## src/rtl/regfile_scoreboard.sv

```systemverilog
// Register-busy scoreboard: one busy bit per architectural register r1..r63.
// Gates issue on RAW/WAW hazards and releases registers on commit writes.
module regfile_scoreboard (
  input  logic        clk,
  input  logic        rst_n,
  input  logic        issue_valid,
  input  logic [5:0]  issue_rs1,
  input  logic [5:0]  issue_rs2,
  input  logic [5:0]  issue_rs3,
  input  logic [5:0]  issue_rd,
  input  logic [5:0]  issue_rd2,
  output logic        issue_ready,
  input  logic [5:0]  write_rn,
  output logic [63:0] busy_vec,
  output logic [6:0]  inflight,
  output logic        idle,
  output logic        err_spurious
);

  logic [63:0] clr_onehot;
  logic [63:0] eff_busy;
  logic [63:0] set_mask;
  logic [63:0] new_bits;
  logic [63:0] busy_next;
  logic        fire;
  logic        write_act;
  logic        real_clear;
  logic        spurious;
  logic [1:0]  new_cnt;
  logic [6:0]  inflight_next;

  always_comb begin
    clr_onehot = '0;
    if (write_rn != '0) clr_onehot[write_rn] = 1'b1;

    // Same-cycle commit bypass lets a dependent instruction issue back-to-back.
    eff_busy    = busy_vec & ~clr_onehot;
    issue_ready = ~(eff_busy[issue_rs1] | eff_busy[issue_rs2] | eff_busy[issue_rs3] |
                    eff_busy[issue_rd]  | eff_busy[issue_rd2]);
    fire        = issue_valid & issue_ready;

    set_mask = '0;
    if (fire) begin
      set_mask[issue_rd]  = 1'b1;
      set_mask[issue_rd2] = 1'b1;
    end
    set_mask[0] = 1'b0;

    write_act  = (write_rn != '0);
    spurious   = write_act & ~busy_vec[write_rn];
    real_clear = write_act & busy_vec[write_rn] & ~set_mask[write_rn];

    // Count only 0->1 transitions so a re-set of a committing register nets zero.
    new_bits = set_mask & ~busy_vec;
    new_cnt  = {1'b0, new_bits[issue_rd]} +
               {1'b0, new_bits[issue_rd2] & (issue_rd2 != issue_rd)};

    busy_next     = (real_clear ? (busy_vec & ~clr_onehot) : busy_vec) | set_mask;
    inflight_next = inflight + 7'(new_cnt) - 7'(real_clear);
  end

  always_ff @(posedge clk or negedge rst_n) begin
    if (!rst_n) begin
      busy_vec     <= '0;
      inflight     <= '0;
      err_spurious <= 1'b0;
    end else begin
      busy_vec <= busy_next;
      inflight <= inflight_next;
      if (spurious) err_spurious <= 1'b1;
    end
  end

  assign idle = (inflight == '0);

endmodule

```

## config.mk

```make
export PLATFORM = sky130hd
export DESIGN_NAME = regfile_scoreboard
export DESIGN_NICKNAME = d
export VERILOG_FILES = /design/src/rtl/regfile_scoreboard.sv
export SDC_FILE = /design/constraint.sdc
export NUM_CORES = 1
export LEC_CHECK = 0
export BUFFER_PORTS_ARGS = -buffer_cell sky130_fd_sc_hd__buf_2
export CORE_UTILIZATION = 61
export CTS_CLUSTER_DIAMETER = 150
export CTS_CLUSTER_SIZE = 28
export DETAILED_ROUTE_END_ITERATION = 6
export PLACE_DENSITY = 0.86
export SLEW_MARGIN = 20
export SYNTH_ARGS = -nofsm -noshare
export SYNTH_HDL_FRONTEND = slang
export SYNTH_SLANG_ARGS = --single-unit
```

## constraint.sdc

```tcl
create_clock -name clk -period 5.7 [get_ports clk]
set_clock_uncertainty 0.1 [all_clocks]
set_input_delay 1.14 -clock clk [delete_from_list [all_inputs] [get_ports clk]]
set_output_delay 1.14 -clock clk [all_outputs]
set_load 0.005 [all_outputs]
```

==> results of run 1 <==
==> layer usage <==
| layer | track usage [%] | overflow |
|---|---|---|
| met3 | 89.8 | 95 |
| met4 | 116 | 313 |
| met2 | 136 | 1172 |
| met1 | 95.2 | 101 |
| met5 | 69.4 | 13 |
==> cell usage after synthesis (all sizes together), types with 11 or more instances <==
cell type,number
a21oi,33
nand2b,13
mux4,23
nand2,154
dfrtp,72
a211oi,11
nand4,13
nand3b,43
o211ai,48
mux2,17
mux2i,61
nor3,38
inv,38
buf,26
a22oi,19
o21ai,112
a31oi,32
nor4,38
nand3,14
nor2,84
clkbuf,106
xor2,11
o22a,11
o22ai,117
nor2b,11
==> repair_timing <==
item,in CTS
buffers inserted,16
gates cloned,4
pin swaps,32
resized for setup,111
setup endpoints to repair,8
==> stage by stage <==
step	TNS [ps]	cell area (µm²)
after floorplan	-4390	9830
after global placement	-7490	13600
after detailed placement	-10930	13600
after CTS	-5100	14700
==> logic make-up after synthesis <==
group	share of synthesized area [%]
adder cells (fa/ha/maj)	1.43
AND/OR/NAND/NOR	25.2
XOR/XNOR	1.61
buffers and inverters	6.86
flip-flops	18.4
multiplexers	13.5
AO/OA/AOI/OAI	32.9
==> impl_metrics.json, run 1 <==
{
  "start_util_pct": 63.4,
  "grt_max_degree": 73,
  "dp_slack_ps": -1870,
  "syn_area_um2": 9770,
  "overflow": 1694,
  "synth_nets": 1369,
  "numPortBuffers": 112,
  "yosys_warnings": 0,
  "cts_buffer_depth": 2,
  "firstError": "[ERROR GRT-0116] Global routing finished with congestion. Check the congestion regions in the DRC Viewer.",
  "synthDistinctLibCells": 86,
  "synthTopCellsByArea": "dfrtp_1 18%, o22ai_1 7.5%, mux2i_1 6.2%",
  "grt_pass1_vias": 20700,
  "cts_root_buffer": "clkbuf_16",
  "yosysSeqAreaShare_pct": 18.4,
  "synth_top_cell_area_share_pct": 18.4,
  "placed_cells": 1959,
  "synthCells": 1320,
  "synth_area_leader_cell": "dfrtp_1",
  "io_pins": 113,
  "synth_edf_count": 0,
  "ys_ff_latch": 72,
  "grt_first_pass_wirelength_um": 130000,
  "cts_hold_buf": 0,
  "stop_stage": "5_1_grt",
  "track_usage_pct": 107,
  "cts_sinks": 72,
  "chipWidth_um": 129,
  "cts-htree-levels": 3,
  "outcome": "did not finish",
  "ys_async_sr_fraction_pct": 100,
  "rows": 45,
  "synth-main-ff-cell": "dfrtp_1",
  "die_h_um": 129,
  "place_hpwl_um": 46800,
  "place.gp.congestion": 1.36,
  "avgSynthCellArea_um2": 7.40,
  "numCtsBuffers": 9
}
==> run 2: changes to the inputs <==
- CORE_UTILIZATION: 61 -> 40
- CTS_CLUSTER_DIAMETER: 150 -> default
- CTS_CLUSTER_SIZE: 28 -> default
- PLACE_DENSITY: 0.86 -> default
- PLACE_DENSITY_LB_ADDON: default -> 0.15
==> impl_metrics.json, run 2 <==
{
  "outcome": "complete, but fails checks",
  "violations": "DRC, setup timing",
  "dr.pass1.iters": 7,
  "worstHoldStart": "err_spurious$_DFFE_PN0P_",
  "numCtsBuffers": 9,
  "via_count": 15700,
  "overflow": 0,
  "clock_latency_ps": 360,
  "startpoint_type": "input port",
  "grt_pass1_vias": 14600,
  "synthTopCellsByArea": "dfrtp_1 18%, o22ai_1 7.5%, mux2i_1 6.2%",
  "cts-htree-levels": 3,
  "p_int_mw": 2.25,
  "grt_first_pass_wirelength_um": 98100,
  "cts_tree": "done",
  "min_period_over_period_pct": 124,
  "numPortBuffers": 112,
  "cts_buffer_depth": 2,
  "tns_ps": -6990,
  "synth_area_leader_cell": "dfrtp_1",
  "dieArea_um2": 25100,
  "required_ps": 5850,
  "pwr-share-seq_pct": 19.3,
  "final_net_count": 1975,
  "combPwrFrac_pct": 61.9,
  "clkTransAtPathRegs_ps": 70,
  "clockPowerShare_pct": 18.8,
  "layout_setup_ws_ps": -1370,
  "ys_async_sr_fraction_pct": 100,
  "post_route_cells_drive_above_1_share_pct": 44.9,
  "regMostFlops": "busy_vec",
  "final_common_cell": "buf_4",
  "yosys-top-cells-count": "154 x nand2_1, 117 x o22ai_1, 106 x clkbuf_1, 102 x o21ai_0, 84 x nor2_1",
  "dp_slack_ps": -1770,
  "reg2regPathDepth": 26,
  "chipWidth_um": 158,
  "p_leak_nw": 7.15,
  "areaGrowthSynthToFinish_pct": 64.5,
  "ant_nets": 0,
  "final_cell_mix": "576 x buf_4, 154 x nand2_1, 111 x o22ai_1",
  "grt_antenna_before_repair": 0,
  "hold_violations": 0,
  "reg2reg_setup_slack_ps": -260,
  "synthDistinctLibCells": 86,
  "vias_per_cell": 6.98,
  "ys_ff_latch": 72,
  "synth_nets": 1369,
  "synth-main-ff-cell": "dfrtp_1",
  "crit_path_max_fanout": 5,
  "switching_share_pct": 44.1,
  "cts_root_buffer": "clkbuf_16",
  "place.gp.congestion": 1.18,
  "hold_ws_ps": 385,
  "end_kind": "register",
  "grt_max_degree": 73,
  "cts_hold_buf": 0,
  "startpoint": "write_rn[3]",
  "synthCells": 1320,
  "relSlewSlack_pct": 21.5,
  "rows": 56,
  "timing.rr.start": "busy_vec[2]$_DFF_PN0_",
  "worstSetupEndpoint": "inflight[6]$_DFF_PN0_",
  "yosysMostFrequentCell": "nand2_1",
  "synth_edf_count": 0,
  "powerDensity_nw_per_um2": 251,
  "syn_area_um2": 9770,
  "wire_per_inst_um": 31.3,
  "fmax_mhz": 141,
  "track_usage_pct": 55.3,
  "io_pins": 113,
  "worstHoldPathType": "reg -> reg",
  "yosys_warnings": 0,
  "synth_top_cell_area_share_pct": 18.4,
  "tightest_slew_ps": 1170,
  "cp_data_arrival_time_ps": 7220,
  "reg.largest.list": "busy_vec: 64 flops, inflight: 7 flops, err_spurious: 1 flops",
  "wl_um": 70400,
  "core_um2": 23800,
  "place_hpwl_um": 53600,
  "start_util_pct": 41.2,
  "rsz0062_at_grt": "yes",
  "p_sw_mw": 1.78,
  "avgSynthCellArea_um2": 7.40,
  "final-setup-viol-count": 7,
  "yosysSeqAreaShare_pct": 18.4,
  "die_h_um": 158,
  "layout_min_cycle_time_ps": 7070,
  "cts_sinks": 72,
  "critPathKind": "in -> reg",
  "ir_drop_mv": 0.302,
  "drcViolationCount": 4,
  "r2r_end": "inflight[6]$_DFF_PN0_",
  "drtIter0Drc": 2812,
  "largest_register_ffs": 64,
  "report.final.slew_viol_count": 0,
  "drv_cap": 0
}
[run 2: cell counts after synthesis]
No cell type changed its count.
[run 2: logic make-up (layout without fill, tap and decap cells)]
family / Yosys count / after routing / synth area share, %
flip-flops: 72 / 72 / 18.4
XOR/XNOR: 18 / 18 / 1.61
AND/OR/NAND/NOR: 468 / 468 / 25.2
adder cells (fa/ha/maj): 10 / 10 / 1.43
AO/OA/AOI/OAI: 481 / 481 / 32.9
buffers and inverters: 170 / 780 / 6.86
multiplexers: 101 / 101 / 13.5
other: 0 / 2 / 0
[run 2: cell type report]
| cell class | count | area, µm² |
|---|---|---|
| Multi-Input combinational cell | 1078 | 7800 |
| Fill cell | 2010 | 7680 |
| Timing Repair Buffer | 727 | 5560 |
| Sequential cell | 72 | 1800 |
| Tap cell | 319 | 399 |
| Clock buffer | 10 | 239 |
| Inverter | 38 | 143 |
| Clock inverter | 5 | 129 |
| Antenna cell | 2 | 5.00 |
[run 2: how the worst min path moves through the flow]
stage / to / slack (ps) / cells after the start
after floorplan: err_spurious$_DFFE_PN0P_ / 370 / 1
after global placement: err_spurious$_DFFE_PN0P_ / 380 / 1
after detailed placement: err_spurious$_DFFE_PN0P_ / 360 / 1
after CTS: err_spurious$_DFFE_PN0P_ / 380 / 1
after global routing: err_spurious$_DFFE_PN0P_ / 420 / 1
final: err_spurious$_DFFE_PN0P_ / 390 / 1
[run 2: metal layers]
metal | global-route usage (%) | wire length [µm] | up-vias
met5 | 0 | 0 | -
met4 | 40.9 | 7120 | 0
met3 | 22.9 | 11000 | 500
met2 | 78.6 | 27600 | 1556
met1 | 66.4 | 24700 | 7268
li1 | - | - | 6388
[run 2: metrics by stage]
stage	instance area (µm²)	cells	util [%]	total power [mW]
final	16100	2251	67.7	4.03
after global routing	16100	2249	67.7	4.12
after CTS	15700	2235	66.0	3.76
after detailed placement	14800	2204	62.4	2.91
after global placement	14800	2204	62.4	2.88
after floorplan	9830	1320	-	1.65
[run 2: power by group through the flow]
stage | logic (mW) | registers [mW] | clock network, mW
floorplan | 0.867 | 0.787 | 0
global placement | 2.12 | 0.767 | 0
detailed placement | 2.13 | 0.771 | 0
CTS | 2.24 | 0.764 | 0.751
global route | 2.57 | 0.781 | 0.769
finish | 2.49 | 0.776 | 0.758
[run 2: worst max-delay path, stage by stage]
cell,delay (ps)
buf_8,100
or4_4,590
buf_6,150
o21ai_4,160
o2111ai_2,130
o31a_1,410
nor4_2,310
nand4bb_1,130
or4b_4,650
buf_12,190
nor4_2,420
o22ai_1,240
nor4_2,340
o22ai_2,190
nor4_2,270
nand4_1,120
ha_1,300
inv_2,60
fa_2,190
inv_2,40
fa_2,360
inv_2,70
a21oi_2,50
nor2_2,140
o21ai_1,90
a21oi_1,170
nor2_1,70
xnor2_1,120
[run 2: what timing repair did]
item | in CTS | in global routing
setup endpoints to repair | 7 | 8
gates resized for setup | 78 | 49
pin swaps | 40 | 21
cloned | 2 | 2
buffers inserted | 14 | 13
No activity file was read; power rests on OpenSTA's default activity.
==> run 3: changes to the inputs <==
- CORE_UTILIZATION: 40 -> 39
==> impl_metrics.json, run 3 (synthesis gave the netlist of run 2 again) <==
{
  "relSlewSlack_pct": 47.1,
  "min_period_over_period_pct": 119,
  "drcViolationCount": 1,
  "ant_nets": 0,
  "final_net_count": 1966,
  "cts-htree-levels": 3,
  "cp_data_arrival_time_ps": 6940,
  "io_pins": 113,
  "cts_buffer_depth": 2,
  "regMostFlops": "busy_vec",
  "clockPowerShare_pct": 16.3,
  "fmax_mhz": 147,
  "startpoint_type": "input port",
  "drtIter0Drc": 2683,
  "reg.largest.list": "busy_vec: 64 flops, inflight: 7 flops, err_spurious: 1 flops",
  "wl_um": 69600,
  "layout_setup_ws_ps": -1100,
  "final-setup-viol-count": 7,
  "slowest_stage": "nor3_1",
  "switching_share_pct": 45.8,
  "outcome": "complete, but fails checks",
  "chipWidth_um": 160,
  "core_um2": 24500,
  "post_route_cells_drive_above_1_share_pct": 45.0,
  "end_kind": "register",
  "rows": 57,
  "largest_register_ffs": 64,
  "cts_sinks": 72,
  "place_hpwl_um": 53700,
  "numPortBuffers": 112,
  "die_h_um": 160,
  "crit_path_max_fanout": 12,
  "drv_cap": 0,
  "max_stage_delay_ps": 350,
  "placed_cell_area_um2": 14700,
  "areaGrowthSynthToFinish_pct": 62.8,
  "via_count": 15700,
  "grt_max_degree": 47,
  "cts_hold_buf": 0,
  "cts_tree": "done",
  "layout_min_cycle_time_ps": 6800,
  "p_leak_nw": 7.03,
  "dieArea_um2": 25700,
  "hold_violations": 0,
  "ir_drop_mv": 0.250,
  "crit_family": "simple AND/OR/NAND/NOR gates",
  "grt_first_pass_wirelength_um": 99100,
  "place.gp.congestion": 1.13,
  "vias_per_cell": 6.99,
  "cts_root_buffer": "clkbuf_16",
  "pwr-share-seq_pct": 20.3,
  "report.final.slew_viol_count": 0,
  "wire_per_inst_um": 31.0,
  "rsz0062_at_grt": "yes",
  "combPwrFrac_pct": 63.3,
  "grt_antenna_before_repair": 3,
  "grt_pass1_vias": 15100,
  "required_ps": 5840,
  "cp.buffers_inverters": 12,
  "fillers": 2174,
  "numCtsBuffers": 9,
  "powerDensity_nw_per_um2": 243,
  "cpMostUsedCell": "buf_4",
  "diodes": 0,
  "start_util_pct": 40.0,
  "overflow": 0,
  "critPathKind": "in -> reg",
  "worstHoldPathType": "reg -> reg",
  "violations": "DRC, setup timing",
  "final_cell_mix": "579 x buf_4, 154 x nand2_1, 114 x o22ai_1",
  "clock_latency_ps": 360,
  "tightest_slew_ps": 792,
  "final_common_cell": "buf_4",
  "track_usage_pct": 52.8,
  "p_sw_mw": 1.77,
  "p_int_mw": 2.10,
  "dp_slack_ps": -1730,
  "dr.pass1.iters": 7,
  "fin_area_um2": 15900,
  "reg2reg_setup_slack_ps": 20,
  "clkTransAtPathRegs_ps": 70
}
==> run 3: path summary, 6_finish.rpt <==
kind / startpoint / cells past startpoint / endpoint
hold reg to reg: err_spurious$_DFFE_PN0P_ / 1 / err_spurious$_DFFE_PN0P_
setup reg to reg: busy_vec[42]$_DFF_PN0_ / 29 / inflight[6]$_DFF_PN0_
max in group asynchronous: rst_n / 2 / busy_vec[9]$_DFF_PN0_
min in group asynchronous: rst_n / 1 / inflight[5]$_DFF_PN0_
setup / recovery: write_rn[4] / 34 / inflight[6]$_DFF_PN0_
hold / removal: err_spurious$_DFFE_PN0P_ / 1 / err_spurious$_DFFE_PN0P_
==> run 3: power by group through the flow <==
stage / logic (mW) / clock network, mW / registers (mW)
after floorplan: 0.867 / 0 / 0.787
after global placement: 2.10 / 0 / 0.776
after detailed placement: 2.12 / 0 / 0.781
after CTS: 2.21 / 0.626 / 0.774
after global routing: 2.52 / 0.644 / 0.792
final: 2.45 / 0.632 / 0.786
==> run 3: timing repair <==
action	CTS	global route
setup endpoints to repair	8	8
pin swaps	35	29
setup buffers	16	16
gates cloned	1	1
endpoints found under the hold margin	0	0
gates resized for setup	70	68
==> run 3: per-layer routing <==
metal,track usage [%],share of wire (%),vias up
met3,17.2,15,457
li1,-,-,6369
met5,0,0,-
met4,33.7,8.6,0
met1,64.4,35,7328
met2,80.1,41,1548
==> run 3: through the flow <==
step                      hold slack [ps]  std cells  total power [mW]  util (%)  TNS (ps)
final                                 374       2246              3.87      65.0     -5650
after detailed placement              363       2197              2.90      60.2     -9630
after global routing                  386       2246              3.96      65.0     -6800
after global placement                360       2197              2.88      60.2     -9210
after CTS                             378       2230              3.61      63.0     -4630
after floorplan                       368       1320              1.65         -     -4390
==> run 3: final cells by class <==
cell class | count | area, µm² | area share (%)
multi-input combinational | 1078 | 7850 | 49.3
sequential | 72 | 1800 | 11.3
clock buffer | 10 | 239 | 1.50
tap | 324 | 405 | 2.55
timing repair buffer | 718 | 5410 | 34.0
clock inverter | 6 | 67.6 | 0.425
inverter | 38 | 143 | 0.896
==> run 3: worst register-to-register path, delay by kind of cell (launching register included) <==
family | cells | cell delay, ps
flops | 1 | 460
buf+inv | 8 | 1020
fa+ha+maj | 3 | 860
xor+xnor | 1 | 120
simple gates | 9 | 1810
compound gates | 8 | 1170
